--- config.mk ---
export PLATFORM = sky130hd
export DESIGN_NAME = instr_prefetch_queue_flat
export DESIGN_NICKNAME = d
export VERILOG_FILES = /design/src/rtl/instr_prefetch_queue_pkg.sv /design/src/rtl/instr_prefetch_queue_if.sv /design/src/rtl/instr_prefetch_queue_sync_fifo.sv /design/src/rtl/instr_prefetch_queue.sv /design/src/flat_wrapper.sv
export SDC_FILE = /design/constraint.sdc
export NUM_CORES = 1
export LEC_CHECK = 0
export ABC_AREA = 1
export CAP_MARGIN = 5
export CORE_MARGIN = 5
export CORE_UTILIZATION = 40
export CTS_BUF_LIST = sky130_fd_sc_hd__clkbuf_8
export CTS_CLUSTER_DIAMETER = 200
export DETAILED_ROUTE_END_ITERATION = 12
export GPL_ROUTABILITY_DRIVEN = 1
export SLEW_MARGIN = 20
export SYNTH_ARGS = -nofsm -noshare
export SYNTH_HDL_FRONTEND = slang
export SYNTH_SLANG_ARGS = --single-unit
--- constraint.sdc ---
create_clock -name clk -period 8.1 [get_ports clk]
set_clock_uncertainty 0.1 [all_clocks]
set_input_delay 1.215 -clock clk [delete_from_list [all_inputs] [get_ports clk]]
set_output_delay 1.215 -clock clk [all_outputs]
set_load 0.03 [all_outputs]
--- src/rtl/instr_prefetch_queue_pkg.sv ---
// Shared constants and state encoding for the instruction prefetch queue.
package instr_prefetch_queue_pkg;

    localparam logic [31:0] NOP_INSTR  = 32'h0;
    localparam int          WORD_BYTES = 4;

    typedef enum logic {
        RUN   = 1'b0,
        DRAIN = 1'b1
    } state_e;

endpackage

--- src/rtl/instr_prefetch_queue_if.sv ---
// In-order instruction memory bus: req/gnt request handshake, rvalid/rdata responses.
interface instr_prefetch_queue_if #(
    parameter int DATA_SIZE = 32
);

    logic                 req;
    logic [DATA_SIZE-1:0] addr;
    logic                 gnt;
    logic                 rvalid;
    logic [DATA_SIZE-1:0] rdata;

    modport master (output req, addr, input gnt, rvalid, rdata);
    modport slave  (input req, addr, output gnt, rvalid, rdata);

endinterface

--- src/rtl/instr_prefetch_queue_sync_fifo.sv ---
// Single-clock FIFO with synchronous flush; push while full is accepted only alongside a pop.
module sync_fifo #(
    parameter  int WIDTH = 8,
    parameter  int DEPTH = 4,
    localparam int AW    = $clog2(DEPTH),
    localparam int CW    = AW + 1
) (
    input  logic             clk,
    input  logic             reset,
    input  logic             push,
    input  logic             pop,
    input  logic             flush,
    input  logic [WIDTH-1:0] wdata,
    output logic [WIDTH-1:0] rdata,
    output logic             full,
    output logic             empty,
    output logic [CW-1:0]    count
);

    logic [WIDTH-1:0] mem [DEPTH];
    logic [AW-1:0]    rd_ptr, wr_ptr;
    logic             do_push, do_pop;

    assign empty   = (count == '0);
    assign full    = (count == CW'(DEPTH));
    assign do_pop  = pop && !empty;
    assign do_push = push && (!full || do_pop);
    assign rdata   = mem[rd_ptr];

    always_ff @(posedge clk) begin
        if (reset || flush) begin
            rd_ptr <= '0;
            wr_ptr <= '0;
            count  <= '0;
        end else begin
            if (do_push) wr_ptr <= wr_ptr + 1'b1;
            if (do_pop)  rd_ptr <= rd_ptr + 1'b1;
            count <= count + CW'(do_push) - CW'(do_pop);
        end
    end

    always_ff @(posedge clk) begin
        if (do_push && !flush && !reset) mem[wr_ptr] <= wdata;
    end

endmodule

--- src/rtl/instr_prefetch_queue.sv ---
// Fetch-side prefetcher: credit-limited in-order requests, response FIFO, redirect flush/drain.
module instr_prefetch_queue
    import instr_prefetch_queue_pkg::*;
#(
    parameter int                   DATA_SIZE = 32,
    parameter int                   DEPTH     = 4,
    parameter logic [DATA_SIZE-1:0] RESET_PC  = '0
) (
    input  logic                   clk,
    input  logic                   reset,
    input  logic                   redirect,
    input  logic [DATA_SIZE-1:0]   redirect_pc,
    input  logic                   stall,
    output logic [DATA_SIZE-1:0]   instr,
    output logic [DATA_SIZE-1:0]   instr_pc,
    output logic [DATA_SIZE-1:0]   pc_plus4,
    output logic                   instr_valid,
    instr_prefetch_queue_if.master mem
);

    localparam int                   CW   = $clog2(DEPTH) + 1;
    localparam logic [DATA_SIZE-1:0] STEP = DATA_SIZE'(WORD_BYTES);

    state_e                 state, state_n;
    logic [DATA_SIZE-1:0]   fetch_pc, fetch_pc_n, rsp_pc, head_instr, head_pc;
    logic [2*DATA_SIZE-1:0] head;
    logic [CW-1:0]          outstanding, occ, discard, discard_n;
    logic [CW:0]            total_after;
    logic                   fire, rsp_keep, pop;
    logic                   dq_empty, dq_full, pq_empty, pq_full;

    // The PC queue holds one entry per live (non-stale) request, so its count is the outstanding count.
    assign mem.req  = !reset && (state == RUN) &&
                      ((CW+1)'(outstanding) + (CW+1)'(occ) < (CW+1)'(DEPTH));
    assign mem.addr = fetch_pc;
    assign fire     = mem.req && mem.gnt;
    assign rsp_keep = mem.rvalid && (discard == '0) && !redirect;
    assign pop      = instr_valid && !stall && !redirect;

    sync_fifo #(.WIDTH(DATA_SIZE), .DEPTH(DEPTH)) u_pc_q (
        .clk, .reset,
        .push  (fire && !redirect),
        .pop   (rsp_keep),
        .flush (redirect),
        .wdata (fetch_pc),
        .rdata (rsp_pc),
        .full  (pq_full),
        .empty (pq_empty),
        .count (outstanding)
    );

    sync_fifo #(.WIDTH(2*DATA_SIZE), .DEPTH(DEPTH)) u_data_q (
        .clk, .reset,
        .push  (rsp_keep),
        .pop   (pop),
        .flush (redirect),
        .wdata ({mem.rdata, rsp_pc}),
        .rdata (head),
        .full  (dq_full),
        .empty (dq_empty),
        .count (occ)
    );

    assign head_instr  = head[2*DATA_SIZE-1:DATA_SIZE];
    assign head_pc     = head[DATA_SIZE-1:0];
    assign instr_valid = !reset && !dq_empty;
    assign instr       = instr_valid ? head_instr : DATA_SIZE'(NOP_INSTR);
    assign instr_pc    = instr_valid ? head_pc : '0;
    assign pc_plus4    = instr_valid ? head_pc + STEP : '0;

    // Requests still in flight once this cycle's grant and response are accounted for.
    assign total_after = (CW+1)'(outstanding) + (CW+1)'(discard)
                       + (CW+1)'(fire) - (CW+1)'(mem.rvalid);

    always_comb begin
        state_n    = state;
        discard_n  = discard;
        fetch_pc_n = fetch_pc;
        if (fire) fetch_pc_n = fetch_pc + STEP;
        if (redirect) begin
            fetch_pc_n = redirect_pc & ~DATA_SIZE'(3);
            discard_n  = total_after[CW-1:0];
            state_n    = (total_after != '0) ? DRAIN : RUN;
        end else begin
            if (mem.rvalid && discard != '0) discard_n = discard - 1'b1;
            case (state)
                RUN:     state_n = RUN;
                DRAIN:   if (discard_n == '0) state_n = RUN;
                default: state_n = RUN;
            endcase
        end
    end

    always_ff @(posedge clk) begin
        if (reset) begin
            state    <= RUN;
            fetch_pc <= RESET_PC;
            discard  <= '0;
        end else begin
            state    <= state_n;
            fetch_pc <= fetch_pc_n;
            discard  <= discard_n;
        end
    end

    rvalid_has_credit: assert property (@(posedge clk) disable iff (reset)
        mem.rvalid |-> !(pq_empty && discard == '0));

    no_fifo_overflow: assert property (@(posedge clk) disable iff (reset)
        !(fire && pq_full) && !(rsp_keep && dq_full && !pop));

endmodule
--- src/flat_wrapper.sv ---
// flat-port wrapper written by rule: the top's interface ports become plain ports
module instr_prefetch_queue_flat import instr_prefetch_queue_pkg::*;
#(
    parameter int                   DATA_SIZE = 32,
    parameter int                   DEPTH     = 4,
    parameter logic [DATA_SIZE-1:0] RESET_PC  = '0
)
  (clk, reset, redirect, redirect_pc, stall, instr, instr_pc, pc_plus4, instr_valid, mem_req, mem_addr, mem_gnt, mem_rvalid, mem_rdata);
  instr_prefetch_queue_if #(.DATA_SIZE(DATA_SIZE)) mem_i ();
  input  logic clk;
  input  logic reset;
  input  logic redirect;
  input  logic [DATA_SIZE-1:0] redirect_pc;
  input  logic stall;
  output logic [DATA_SIZE-1:0] instr;
  output logic [DATA_SIZE-1:0] instr_pc;
  output logic [DATA_SIZE-1:0] pc_plus4;
  output logic instr_valid;
  output wire logic [$bits(mem_i.req)-1:0] mem_req;
  output wire logic [$bits(mem_i.addr)-1:0] mem_addr;
  input wire logic [$bits(mem_i.gnt)-1:0] mem_gnt;
  input wire logic [$bits(mem_i.rvalid)-1:0] mem_rvalid;
  input wire logic [$bits(mem_i.rdata)-1:0] mem_rdata;
  assign mem_req = mem_i.req;
  assign mem_addr = mem_i.addr;
  assign mem_i.gnt = mem_gnt;
  assign mem_i.rvalid = mem_rvalid;
  assign mem_i.rdata = mem_rdata;
  instr_prefetch_queue #(.DATA_SIZE(DATA_SIZE), .DEPTH(DEPTH), .RESET_PC(RESET_PC)) u_core (.clk(clk), .reset(reset), .redirect(redirect), .redirect_pc(redirect_pc), .stall(stall), .instr(instr), .instr_pc(instr_pc), .pc_plus4(pc_plus4), .instr_valid(instr_valid), .mem(mem_i));
endmodule
; ---- Word level (Yosys, flattened, before mapping)
; Memories as Yosys holds them, arrays and structs flattened. A register that Yosys moved wholly into a read port is not among the register bits.
; Cells that the tools add are included.
[op_classes]
n_reduce_logical = 36
mux = 20
eq_ne = 2
n_bitwise = 1
n_lt_le_gt_ge = 1
n_addsub = 15
[ops]
columns = operator, count
row1 = $mux 32, 5
row2 = $add 32x3->32 const B, 2
row3 = $logic_and 1x1->1, 18
row4 = $logic_not 3->1, 4
row5 = $mux 3, 3
row6 = $add 2x1->2 const B, 4
row7 = $add 3x3->4, 2
row8 = $mux 2, 4
row9 = $logic_not 1->1, 7
row10 = $mux 1, 7
row11 = $add 3x1->3, 2
row12 = $eq 3x3->1 const B, 2
row13 = $sub 3x1->3, 2
row14 = $add 4x1->4, 1
row15 = $lt 4x3->1 const B, 1
row16 = $reduce_bool 4->1, 1
row17 = $sub 4x1->4, 1
row18 = $logic_or 1x1->1, 3
row19 = $reduce_bool 3->1, 1
row20 = $sub 3x1->3 const B, 1
row21 = $pmux 1 s2, 1
row22 = $reduce_bool 2->1, 1
row23 = $reduce_or 2->1, 1
row24 = $not 1->1, 1
[totals]
mem_count = 2
output_inout_bits = 130
regBits = 50
ramBits = 384
[memory_table]
columns = name, depth, word_bits, read_ports, rd_ports_with_merged_regs, write_ports, line
row1 = u_core.u_data_q.mem, 4, 64, 1, 1, 1, instr_prefetch_queue_sync_fifo.sv:20  ; logic [WIDTH-1:0] mem [DEPTH];
row2 = u_core.u_pc_q.mem, 4, 32, 1, 1, 1, instr_prefetch_queue_sync_fifo.sv:20

; ---- Depth between registers and ports, before layout
; Gate-level depths: netlist of the first run.
[depth]
depth_word = 12
ltp_mapped = 17
ltp_nobuf = 15

; ---- Hierarchy
; From an unflattened synthesis of the first run, not the netlist that was laid out.
[unflattened]
cells_unflattened = 1885
area_unflattened_um2 = 19575.0
[modules_own_cells]
columns = module, seq_area_each_um2, n_inst, cells_each, area_per_inst_um2
row1 = sync_fifo at u_core.u_data_q, 7867.5, 1, 691, 9992.1
row2 = sync_fifo at u_core.u_pc_q, 4023.9, 1, 381, 5291.3
row3 = instr_prefetch_queue, 680.7, 1, 813, 4291.6

; ---- Worst setup path after synthesis of the first run
; No wires, ideal clock.
[synth_timing]
path_type = input port to flip-flop
start = in reset
end = mem u_core.u_data_q.mem[0][10] in the netlist's numbering (enable)
arrival_ns = 4.401
setup_slack_ns = 3.116
stages = 7
setup_time_ns = 0.482
cell_sequence = a21oi_1 -> inv_1 -> nor2_1 -> nand2_1 -> nand3_1 -> nand3_1 -> nor2_1
[synth_between]
elab_chain_len = 11
[synth_rtl]
columns = element, line
row1 = from (decl), flat_wrapper.sv:11  ; input logic reset;
row2 = $logic_not 1->1 (*), "instr_prefetch_queue_sync_fifo.sv:43, instr_prefetch_queue.sv:66"
row3 = $logic_and 1x1->1, instr_prefetch_queue.sv:66  ; assign instr_valid = !reset && !dq_empty;
row4 = $logic_and 1x1->1 (2 in series), instr_prefetch_queue.sv:38  ; assign pop = instr_valid && !stall && !redirect;
row5 = $logic_and 1x1->1, instr_prefetch_queue_sync_fifo.sv:26  ; assign do_pop = pop && !empty;
row6 = $logic_or 1x1->1, instr_prefetch_queue_sync_fifo.sv:27  ; assign do_push = push && (!full || do_pop);
row7 = $logic_and 1x1->1, instr_prefetch_queue_sync_fifo.sv:27
row8 = $logic_and 1x1->1, instr_prefetch_queue_sync_fifo.sv:43  ; if (do_push && !flush && !reset) mem[wr_ptr] <= wdata;
row9 = $logic_and 1x1->1 (*), instr_prefetch_queue_sync_fifo.sv:43
row10 = $mux 1 (*), instr_prefetch_queue_sync_fifo.sv:43
row11 = $mux 1 (implied by the code) (*), instr_prefetch_queue_sync_fifo.sv:43
row12 = to (decl), instr_prefetch_queue_sync_fifo.sv:20
; Mark *: on every way between the ends. The rest lies on a longest branch, timed or not.

==> flow_metrics.py, run 1 <==
metrics = {
    "outcome": {
        "status": "finished, final reports clean",
    },
    "drt": {
        "wl_met2_mm": 23.1,
        "wire_per_inst_um": 17.7,
        "drt_iter0_markers": 1035,
        "firstDrtPassIters": 5,
        "vias": 14400,
        "drt-total-wl_mm": 49.8,
        "drtAntennaViolNets": 0,
        "wl_met1_mm": 22.3,
        "routed.top_layer": "met4",
        "drcViolationCount": 0,
        "wl_met3_mm": 3.10,
        "viasPerCell": 5.11,
    },
    "min_path": {
        "hold_depth": 2,
        "hold_path.class": "register to register",
        "hp-start": "u_core.u_data_q.rd_ptr[1]",
    },
    "clock_network": {
        "cts_hold_buf": 0,
        "cts_buffers": 72,
        "clk_pin_slew_ns": 0.06,
        "clockBufferDepth": 3,
        "cts_setup_buffers": 0,
        "htree_levels": 3,
        "cts_tree": "done",
        "ctsResizeCount": 0,
        "clk_latency_ns": 0.61,
        "cts.root.buffer_cell": "clkbuf_8",
        "cts_sinks": 420,
    },
    "power": {
        "p_comb_share_pct": 9.5,
        "cell_internal_pwr_mw": 3.44,
        "p_total_mw": 4.59,
        "clkPwrFrac_pct": 37.1,
        "powerDensity_nw_per_um2": 201,
        "p_sw_mw": 1.15,
        "p_seq_share_pct": 53.4,
        "leakage_nw": 8.38,
        "vdd_drop_max_uv": 88.1,
        "swShare_pct": 25.0,
    },
    "global_route": {
        "grt_pass1_wl_mm": 77.3,
        "grt_max_degree": 128,
        "overflow": 0,
        "antenna_found_initial": 0,
        "grt_pass1_vias": 13900,
        "grtUsageTotal_pct": 18.4,
    },
    "sta": {
        "fmax_mhz": 174,
        "fin_tns_setup_ns": 0,
        "worst_pin_slew_ns": 1.05,
        "slew_headroom_pct": 30.3,
        "slew_viol_final": 0,
        "rsz0062_at_grt": "false",
        "setup_slack_ns": 2.34,
        "hold_ws_ns": 0.367,
        "setup_viol": 0,
        "period_share_pct": 71.1,
        "min_period_ns": 5.76,
        "hold_violations": 0,
    },
    "synthesis": {
        "yosys_register_bits": 420,
        "synth_top_area_cell": "edfxtp_1",
        "yosysUniqueCellTypes": 38,
        "syn_area_per_cell_sq_um": 9.82,
        "synth_cells": 1953,
        "syn_area_sq_um": 19200,
        "netlist.area_leader.share_pct": 57.6,
        "synth-seq-area-share_pct": 63.1,
        "ys_top_cells_by_area": "edfxtp_1 58%, nand2_1 9.1%, nor2_1 6.8%",
        "yosys_warnings": 0,
    },
    "cells_and_area": {
        "final_nets": 2244,
        "drive_gt1_share_pct": 7.42,
        "syn2layout_area_growth_pct": 18.9,
    },
    "die": {
        "die_w_um": 229,
        "start_util_pct": 40.3,
        "die_area_sq_um": 52400,
        "rows": 80,
        "die_h_um": 229,
        "io_pins": 200,
        "core_area_sq_um": 47500,
    },
    "critical_path": {
        "cp_max_fo": 127,
        "reg2reg_to": "u_core.u_data_q.mem[0][7]",
        "r2r_start": "u_core.u_data_q.count[2]",
        "critPathCaptureType": "output port",
        "crit_required_ns": 6.78,
        "path_class": "register to output port",
        "critPathLaunchType": "register",
        "reg2reg_setup_slack_ns": 4.42,
        "crit_arrival_ns": 4.44,
        "r2r_cells": 11,
    },
    "placed_design": {
        "gp_routability_congestion": 0.910,
        "portBuffers": 191,
        "dp_hpwl_mm": 31.0,
        "pre_cts_ws_ns": 2.75,
    },
    "flow_run": {
        "maxCapViolations": 0,
    },
}
[final cells by class]
type,instances,area (sq um)
Sequential cell,420,12100
Antenna cell,1,2.50
Timing Repair Buffer,208,2030
Multi-Input combinational cell,1334,6190
Clock inverter,49,245
Tap cell,615,769
Inverter,112,433
Clock buffer,74,1020
Fill cell,4362,24800
[critical path, cell delays in order, from the launching register on]
cell and delay (ns):
dfxtp_4 0.92, inv_12 0.38, nand2_1 0.15, o211ai_1 0.09, nand2_1 0.16, ha_1 0.17, inv_1 0.07, nor2_1 0.23
nand2_1 0.21, nor2_4 0.24, nand2_2 0.11, nor2_2 0.12, nor2_1 0.05, nor2_1 0.16, clkdlybuf4s50_1 0.71
[synth_stat cells]
master / count
a21oi_1: 80
a2bb2oi_1: 2
a31oi_1: 9
a32oi_1: 1
and3_1: 1
buf_1: 6
buf_2: 17
buf_4: 14
buf_6: 9
buf_8: 3
clkbuf_1: 43
conb_1: 1
dfxtp_1: 52
edfxtp_1: 368
fa_1: 4
ha_1: 22
inv_1: 109
inv_12: 1
inv_2: 2
nand2_1: 467
nand2_2: 20
nand3_1: 86
nand3b_1: 1
nand4_1: 14
nor2_1: 347
nor2_2: 16
nor2_4: 5
nor3_1: 14
nor3_2: 1
nor3b_1: 1
o211ai_1: 3
o21ai_0: 168
o21ai_1: 4
o22ai_1: 32
or2_0: 1
or2_1: 1
or2_2: 4
xor2_1: 24
[per-stage QoR]
step / instances / area [sq um] / util, %
2_1_floorplan: 1958 / 19200 / -
3_3_place_gp: 2689 / 21500 / 45.3
3_5_place_dp: 2689 / 21500 / 45.3
4_1_cts: 2812 / 22800 / 47.9
5_1_grt: 2812 / 22800 / 47.9
6_report: 2813 / 22800 / 47.9
[power by group through the flow]
stage	combinational [mW]	clock, mW	sequential, mW
2_1_floorplan	0.253	0	2.50
3_3_place_gp	0.429	0	2.49
3_5_place_dp	0.437	0	2.50
4_1_cts	0.439	1.76	2.45
5_1_grt	0.483	1.86	2.46
6_report	0.435	1.70	2.45
[flip-flops by register name, indices dropped and copies added (netlist names), 2 cells and up, named ones only]
name,count
u_core.u_data_q.wr_ptr,2
u_core.u_pc_q.count,3
u_core.u_data_q.rd_ptr,2
u_core.u_pc_q.wr_ptr,2
u_core.discard,3
u_core.u_pc_q.rd_ptr,2
u_core.u_data_q.mem,248
u_core.u_data_q.count,3
u_core.u_pc_q.mem,120
u_core.mem.addr,30
[layer usage]
layer / vias to the layer above / global-route usage [%]
met3: 91 / 3.63
met1: 6817 / 25.1
met4: 0 / 6.01
li1: 6990 / -
met5: - / 0
met2: 473 / 30.0
[cell usage in the layout (no fill, tap or decap), drive strengths merged]
cell type / count
clkinvlp: 2
ha: 22
a2bb2oi: 2
conb: 6
o22ai: 32
o211ai: 3
clkinv: 17
dfxtp: 52
clkbuf: 74
fa: 4
o21ai: 172
nor3b: 1
and3: 1
a31oi: 9
nor3: 15
nand4: 14
bufinv: 1
a21oi: 80
diode: 1
xor2: 24
edfxtp: 368
nand2: 487
a32oi: 1
nand3b: 1
nand3: 86
or2: 6
nor2: 368
inv: 141
clkdlybuf4s50: 190
buf: 18
[kinds of logic (layout without fill, tap and decap cells)]
family	count (synthesis)	in the layout	synth area share, %
flops	420	420	63.1
simple gates	979	979	20.8
buf+inv	204	443	4.97
fa+ha+maj	26	26	1.85
xor+xnor	24	24	1.10
other cells	1	7	0.0196
compound gates	299	299	8.17
[how the worst max path moves through the flow]
stage | to | slack, ns
after floorplan | u_core.u_data_q.mem[0][10] | 3.12
after global placement | instr[16] | 2.80
after detailed placement | instr[16] | 2.75
after CTS | pc_plus4[22] | 2.26
after global routing | pc_plus4[22] | 1.97
final | pc_plus4[22] | 2.34
Power figures use the tool's default switching activity.
==> run 2, diff against run 1 <==
Clock period 8.1 ns to 4.9 ns, I/O delays scaled along.
==> run 2 against run 1 <==
Net effect:
- design area up 1.1%
- sequential cell count unchanged
- register-to-register slack worse by 2.6 ns
- non-clock buffer count up 10
- first-iteration DRC count down 0.48%
- clock-buffer cell count unchanged
- clock power up 77%
- worst setup slack worse by 2.0 ns
- die area unchanged
- via count down 0.78%
- total power up 70%
==> flow_metrics.py, run 2 (same netlist as run 1, synthesis figures left out) <==
metrics = {
    "outcome": {
        "status": "finished, final reports clean",
    },
    "cells_and_area": {
        "num_antenna_cells": 0,
        "drive_gt1_share_pct": 7.79,
        "final_cell_mix": "467 x nand2_1, 368 x edfxtp_1, 339 x nor2_1, 191 x clkdlybuf4s50_1, 168 x o21ai_0",
        "layout_commonest_cell": "nand2_1",
        "final_nets": 2254,
        "top_register": "u_core.u_data_q.mem",
        "largest_reg_flops": 248,
        "syn2layout_area_growth_pct": 20.2,
        "fin_util_pct": 48.5,
    },
    "clock_network": {
        "clk_latency_ns": 0.62,
        "cts_sinks": 420,
        "cts_buffers": 72,
        "cts.root.buffer_cell": "clkbuf_8",
        "cts_tree": "done",
        "htree_levels": 3,
        "clockBufferDepth": 3,
        "clk_pin_slew_ns": 0.05,
    },
    "drt": {
        "drcViolationCount": 0,
        "vias": 14300,
        "drt-total-wl_mm": 50.0,
        "drt_iter0_markers": 1030,
        "drtAntennaViolNets": 0,
        "viasPerCell": 5.05,
        "firstDrtPassIters": 5,
        "wire_per_inst_um": 17.7,
    },
    "sta": {
        "hold_violations": 0,
        "slew_viol_final": 0,
        "min_period_ns": 4.56,
        "worst_pin_slew_ns": 0.952,
        "period_share_pct": 93.1,
        "slew_headroom_pct": 36.5,
        "setup_slack_ns": 0.336,
        "rsz0062_at_grt": "false",
        "fmax_mhz": 219,
        "setup_viol": 0,
        "fin_tns_setup_ns": 0,
    },
    "die": {
        "die_w_um": 229,
        "die_h_um": 229,
        "io_pins": 200,
        "core_area_sq_um": 47500,
        "rows": 80,
        "die_area_sq_um": 52400,
        "start_util_pct": 40.3,
    },
    "global_route": {
        "grtUsageTotal_pct": 18.7,
        "antenna_found_initial": 0,
        "grt_pass1_wl_mm": 77.6,
        "grt_max_degree": 65,
        "overflow": 0,
        "grt_pass1_vias": 14100,
    },
    "power": {
        "clkPwrFrac_pct": 38.6,
        "cell_internal_pwr_mw": 5.90,
        "p_seq_share_pct": 52.0,
        "powerDensity_nw_per_um2": 338,
        "p_comb_share_pct": 9.4,
        "leakage_nw": 8.48,
        "p_sw_mw": 1.89,
        "swShare_pct": 24.2,
        "vdd_drop_max_uv": 154,
    },
    "critical_path": {
        "slowest_stage": "clkdlybuf4s50_1",
        "critPathCaptureType": "output port",
        "slowest_delay_ns": 0.71,
        "cp_max_fo": 64,
        "crit_arrival_ns": 3.73,
        "crit_top_cell": "nand2_1",
        "path_class": "register to output port",
        "critPathLaunchType": "register",
        "crit_required_ns": 4.07,
        "path_cells": "inv_12 > nand2_1 > nand2_1 > nand2_1 > nand2_1 > ha_1 > inv_1 > nor2_1 > nand2_1 > nor2_4 > nand2_2 > nor2_2 > nor2_1 > nor2_1 > clkdlybuf4s50_1",
    },
    "placed_design": {
        "dp_hpwl_mm": 31.8,
        "gp_routability_congestion": 0.897,
        "pre_cts_ws_ns": 0.840,
        "portBuffers": 191,
    },
    "flow_run": {
        "maxCapViolations": 0,
    },
    "min_path": {
        "hold_path.class": "register to register",
    },
}
==> run 2: worst paths after layout <==
kind                               to  cells after the start                 startpoint  slack [ns]
max                      pc_plus4[22]                     15                   register        0.34
min                          register                      2  u_core.u_data_q.rd_ptr[1]        0.35
max reg2reg  u_core.u_data_q.count[2]                     14   u_core.u_data_q.count[0]        1.86
min reg2reg                  register                      2  u_core.u_data_q.rd_ptr[1]        0.35
==> run 2: power by group through the flow <==
stage               logic, mW  clock network, mW  registers [mW]
floorplan               0.419                  0            4.13
global placement        0.722                  0            4.12
detailed placement      0.735                  0            4.12
CTS                     0.740               3.11            4.05
global route            0.817               3.30            4.06
finish                  0.734               3.01            4.05
==> run 2: layout make-up <==
cell class	count	area, sq um
clock inverter	50	334
fill	4414	24500
multi-input combinational	1334	6190
tap	615	769
clock buffer	74	1020
inverter	112	433
timing repair buffer	218	2210
sequential	420	12100
==> run 2: worst max-delay path: cells and delay by family, from the launching register on <==
| kind | cells | cell delay (ns) |
|---|---|---|
| adder cells (fa/ha/maj) | 1 | 0.18 |
| AND/OR/NAND/NOR | 11 | 1.45 |
| buffers and inverters | 3 | 1.02 |
| flip-flops | 1 | 0.45 |
==> run 2: timing repair <==
item	4_1_cts	5_1_grt
setup buffers	0	1
hold buffers	0	0
setup endpoints to repair	0	8
gates resized for setup	0	0
==> run 2: through the flow <==
stage / power, mW / std cells / hold slack [ns] / area [sq um]
floorplan: 4.55 / 1958 / 0.336 / 19200
global placement: 4.84 / 2698 / 0.353 / 21700
detailed placement: 4.86 / 2698 / 0.361 / 21700
CTS: 7.89 / 2822 / 0.357 / 23000
global route: 8.18 / 2823 / 0.384 / 23100
finish: 7.79 / 2823 / 0.350 / 23100
==> run 2: per-layer routing <==
metal	GRT usage (%)	share of wire (%)	wire length [um]
met1	24.8	45	22400
met3	4.29	5.8	2900
met4	6.46	2.4	1190
met2	30.3	47	23500
met5	0	0	0
==> run 3, diff against run 2 <==
Settings changed: PLACE_DENSITY from default to 0.72, SYNTH_HIERARCHICAL from default to 1.
==> run 3 against run 2 <==
Net effect:
- critical path depth down 5
- combinational power down 40%
- design area up 1.0%
- clock-buffer cell count down 3
- routed wire length down 2.9%
- cell count down 2.0%
- hold slack better by 0.053 ns
- maximum frequency down 3.3%
- synthesized cell count down 3.6%
- sequential share of layout area up 1.5 points
- area after synthesis up 2.0%
- critical path type unchanged
- largest cell class unchanged
- largest power group unchanged
- highest routed layer is now met5
==> flow_metrics.py, run 3 <==
metrics = {
    "drt": {
        "drcViolationCount": 0,
        "wire_per_inst_um": 17.5,
        "viasPerCell": 5.21,
        "drtAntennaViolNets": 0,
        "drt_iter0_markers": 1226,
        "firstDrtPassIters": 5,
        "vias": 14400,
        "drt-total-wl_mm": 48.5,
    },
    "critical_path": {
        "critPathCaptureType": "output port",
        "reg2reg_setup_slack_ns": 1.59,
        "cp_max_fo": 64,
        "path_class": "register to output port",
        "critPathLaunchType": "register",
        "crit_arrival_ns": 3.88,
        "crit_required_ns": 4.07,
    },
    "global_route": {
        "grt_max_degree": 129,
        "antenna_found_initial": 1,
        "grt_pass1_wl_mm": 75.2,
        "grtUsageTotal_pct": 17.6,
        "overflow": 0,
        "grt_pass1_vias": 13900,
    },
    "placed_design": {
        "portBuffers": 195,
        "pre_cts_ws_ns": 0.858,
        "gp_routability_congestion": 0.914,
        "dp_hpwl_mm": 31.0,
        "dpl_cell_area_sq_um": 22000,
    },
    "synthesis": {
        "syn_area_sq_um": 19600,
        "synth_cells": 1882,
        "syn_area_per_cell_sq_um": 10.4,
        "yosys_warnings": 6,
    },
    "die": {
        "die_h_um": 231,
        "io_pins": 200,
        "die_area_sq_um": 53400,
        "core_area_sq_um": 48600,
        "start_util_pct": 40.2,
        "die_w_um": 231,
        "rows": 81,
    },
    "sta": {
        "min_period_ns": 4.72,
        "fmax_mhz": 212,
        "rsz0062_at_grt": "false",
        "setup_slack_ns": 0.180,
        "hold_violations": 0,
        "slew_viol_final": 0,
        "period_share_pct": 96.3,
        "slew_headroom_pct": 41.1,
        "worst_pin_slew_ns": 0.878,
        "setup_viol": 0,
        "hold_ws_ns": 0.403,
    },
    "clock_network": {
        "ctsResizeCount": 0,
        "cts.root.buffer_cell": "clkbuf_8",
        "cts_setup_buffers": 0,
        "htree_levels": 3,
        "cts_tree": "done",
        "clk_pin_slew_ns": 0.07,
        "clockBufferDepth": 3,
        "cts_hold_buf": 0,
        "cts_sinks": 436,
        "clk_latency_ns": 0.61,
        "cts_buffers": 71,
    },
    "cells_and_area": {
        "top_register": "u_core/u_data_q/mem",
        "syn2layout_area_growth_pct": 19.0,
        "stdcell_area_sq_um": 23300,
        "layout_commonest_cell": "edfxtp_1",
        "drive_gt1_share_pct": 12.7,
        "final_cell_mix": "384 x edfxtp_1, 378 x nor2_1, 253 x nand2_1, 191 x inv_1, 132 x o21ai_0",
        "num_antenna_cells": 0,
        "largest_reg_flops": 256,
        "final_nets": 2189,
    },
    "flow_run": {
        "maxCapViolations": 0,
    },
    "power": {
        "vdd_drop_max_uv": 179,
        "leakage_nw": 8.53,
        "powerDensity_nw_per_um2": 319,
    },
    "outcome": {
        "status": "finished, final reports clean",
    },
    "min_path": {
        "hold_path.class": "register to register",
    },
}
==> run 3: per-layer routing <==
layer | wire, um | share of wire (%) | up-vias | track usage [%]
met1 | 21100 | 43 | 6865 | 24.6
li1 | - | - | 6855 | -
met4 | 808 | 1.7 | 2 | 4.23
met2 | 22500 | 46 | 616 | 28.3
met5 | 13 | 0.027 | - | 0
met3 | 4120 | 8.5 | 67 | 3.88
==> run 3: critical path, stage by stage (launching register included) <==
cell and delay, ns:
dfxtp_2 0.32, buf_4 0.57, o21ai_0 0.21, o22ai_1 0.51, ha_1 0.28, nand2_1 0.09
nor2_1 0.31, inv_1 0.14, nor2_1 0.21, a2bb2oi_1 0.45, buf_12 0.18
==> run 3: path summary, 6_finish.rpt <==
check	depth (start not counted)	end	startpoint
setup reg to reg	14	u_core/u_data_q/mem[2][40]	u_core/u_data_q/count[1]
hold reg to reg	2	u_core/u_pc_q/rd_ptr[0]	u_core/u_pc_q/rd_ptr[0]
hold / removal	2	u_core/u_pc_q/rd_ptr[0]	u_core/u_pc_q/rd_ptr[0]
setup / recovery	10	pc_plus4[14]	register
==> run 3: cell type report <==
cell class              instances  area, sq um
flip-flops and latches        436        12600
repair buffers                217         2180
inverters                     182          699
multi-input cells            1186         5770
clock buffers                  71          977
clock inverters                53          302
fillers                      4389        25400
well taps                     622          778
==> run 3: stage by stage <==
step | power, mW | utilization (%) | TNS, ns | cells
after floorplan | 4.44 | - | -96.74 | 1891
after global placement | 4.63 | 45.2 | 0 | 2643
after detailed placement | 4.64 | 45.2 | 0 | 2643
after CTS | 7.51 | 47.9 | 0 | 2767
after global routing | 7.73 | 47.9 | 0 | 2767
final | 7.43 | 47.9 | 0 | 2767
==> run 3: power by group <==
part           switching [mW]  internal [mW]
logic                   0.266          0.175
registers              0.0564           4.07
clock network            1.39           1.47
total                    1.72           5.72
==> variant: new RTL, flow settings as in run 1 <==
`DEPTH` is set to 4 in 3 places; all go to 8.
--- a/src/rtl/instr_prefetch_queue_sync_fifo.sv
+++ b/src/rtl/instr_prefetch_queue_sync_fifo.sv
@@ -3,3 +3,3 @@
     parameter  int WIDTH = 8,
-    parameter  int DEPTH = 4,
+    parameter  int DEPTH = 8,
     localparam int AW    = $clog2(DEPTH),
--- a/src/rtl/instr_prefetch_queue.sv
+++ b/src/rtl/instr_prefetch_queue.sv
@@ -5,3 +5,3 @@
     parameter int                   DATA_SIZE = 32,
-    parameter int                   DEPTH     = 4,
+    parameter int                   DEPTH     = 8,
     parameter logic [DATA_SIZE-1:0] RESET_PC  = '0
--- a/src/flat_wrapper.sv
+++ b/src/flat_wrapper.sv
@@ -4,3 +4,3 @@
     parameter int                   DATA_SIZE = 32,
-    parameter int                   DEPTH     = 4,
+    parameter int                   DEPTH     = 8,
     parameter logic [DATA_SIZE-1:0] RESET_PC  = '0
Formal check against the unedited RTL: not equivalent (Yosys sat finds a counterexample within 4 cycles, from zero or initial values and one cycle with reset high).
==> variant against run 1 <==
- synthesized area rose by 79%
- sequential cell count rose by 377
- synthesized cell count is 67% higher
- die area up 76%
- routed wire length increased by 69%
- non-clock buffer count rose by 20
- setup slack worse by 0.65 ns
- power rose by 80%
- cell area is 75% higher
- utilization fell by 1.1 points
- critical path depth stayed put
- largest cell class unchanged
==> variant: results (changes against run 1) <==
- Outcome: finished, final reports clean
- Top post-synthesis cells by count: edfxtp_1 (736), nand2_1 (594), nor2_1 (542)
- Seq. pwr: 4.57 mW (+87%)
- Filler cells: 7846 (+80%)
- Fin area: 39900 µm² (+75%)
- DRT iter0 DRCs: 1438 (+39%)
- Post-synth EDFFs: 736 (+100%)
- Sequential share of the synthesized area: 67.8% (+4.7 points)
- Hold path depth: 1 (-1)
- H-tree depth: 4 (+1)
- Largest cells by area after synthesis: edfxtp_1 (64%), nand2_1 (6.5%), nor2_1 (5.9%)
- DR top layer: met5
- Vias in the first global route: 22648 (+63%)
- Global Route met1 Usage: 25.1% (+0.044 points)
- Power Dens Cells: 207 nW/µm² (+2.9%)
- M1 wire length: 38300 µm (+72%)
- Largest stage delay, worst path: 0.85 ns (-0.07 ns)
- Initial antenna violation count: 2 (+2)
- Sw frac: 22.9% (-2.1 points)
- Slowest stage cell, crit path: buf_4
- Worst r2r path cells: 10 (-1)
- Ratio of cells with drive above 1 in the final layout: 7.39% (-0.034 points)
- Static Leak: 15.0 nW (+79%)
- Complex-gate fraction of the synthesized area: 8.25% (+0.076 points)
- WL/cell: 17.9 µm (+1.1%)
- Gp weighted congestion: 0.799 (-12%)
- Met2 wire length: 38800 µm (+68%)
- Pre-CTS setup slack: 2.48 ns (-0.272 ns)
- Total GRT Usage: 18.2% (-0.26 points)
- Largest net degree at the start of global routing: 89 (-30%)
- RR Startpoint: u_core.u_data_q.count[3]
- Final worst slack: 1.69 ns (-0.648 ns)
- Xor-xnor portion of the synthesized cell area: 0.636% (-0.46 points)
- Post-Synth Adder-Cell Area: 1.25% (-0.60 points)
- CTS buffer count: 136 (+89%)
- Drt total wl: 84200 µm (+69%)
- Detail Placement HPWL: 47000 µm (+52%)
- Placed cell count: 4467 (+66%)
- Avg Inst Size Synth: 10.6 µm² (+7.6%)
- Logic pwr share: 4.4% (-5.1 points)
- Number of distinct library cells after synthesis: 43 (+13%)
- Clock latency on the worst-skew pair: 0.79 ns (+0.18 ns)
- Max FFs per register: 496 (+100%)
- R2r endpoint: u_core.u_data_q.mem[4][44]
- Met3 Use GR: 3.45% (-0.17 points)
- Critical Path AT: 5.09 ns (+0.65 ns)
- Placed cell areas: 37400 µm² (+74%)
- Vias per cell: 4.98 (-2.6%)
- Met2 Use GR: 29.5% (-0.50 points)
variant: cell count changes after synthesis, sizes merged, moves of 32 or more:
| cell | before | now |
|---|---|---|
| edfxtp | 368 | 736 |
| clkbuf | 43 | 91 |
| inv | 112 | 349 |
| a31oi | 9 | 74 |
| nor2 | 368 | 558 |
| nand2 | 487 | 603 |
| a21oi | 80 | 45 |
| o22ai | 32 | 64 |
| nand3 | 86 | 157 |
| o21ai | 172 | 339 |
variant: layout make-up:
class                      count  share of cell area (%)
antenna                        2                  0.0125
clock buffer                 141                    4.86
clock inverter                97                    1.45
inverter                     352                    3.33
multi-input combinational   1946                    22.7
sequential                   797                    58.4
tap                         1144                    3.58
timing repair buffer         228                    5.64
variant: how the worst max path moves through the flow:
stage               startpoint                    endpoint  cells after the start
floorplan                reset  u_core.u_data_q.mem[0][10]                      7
finish                    flop                pc_plus4[24]                     14
global route              flop                pc_plus4[24]                     14
CTS                       flop                pc_plus4[24]                     14
detailed placement        flop                pc_plus4[24]                     14
global placement          flop                pc_plus4[24]                     14
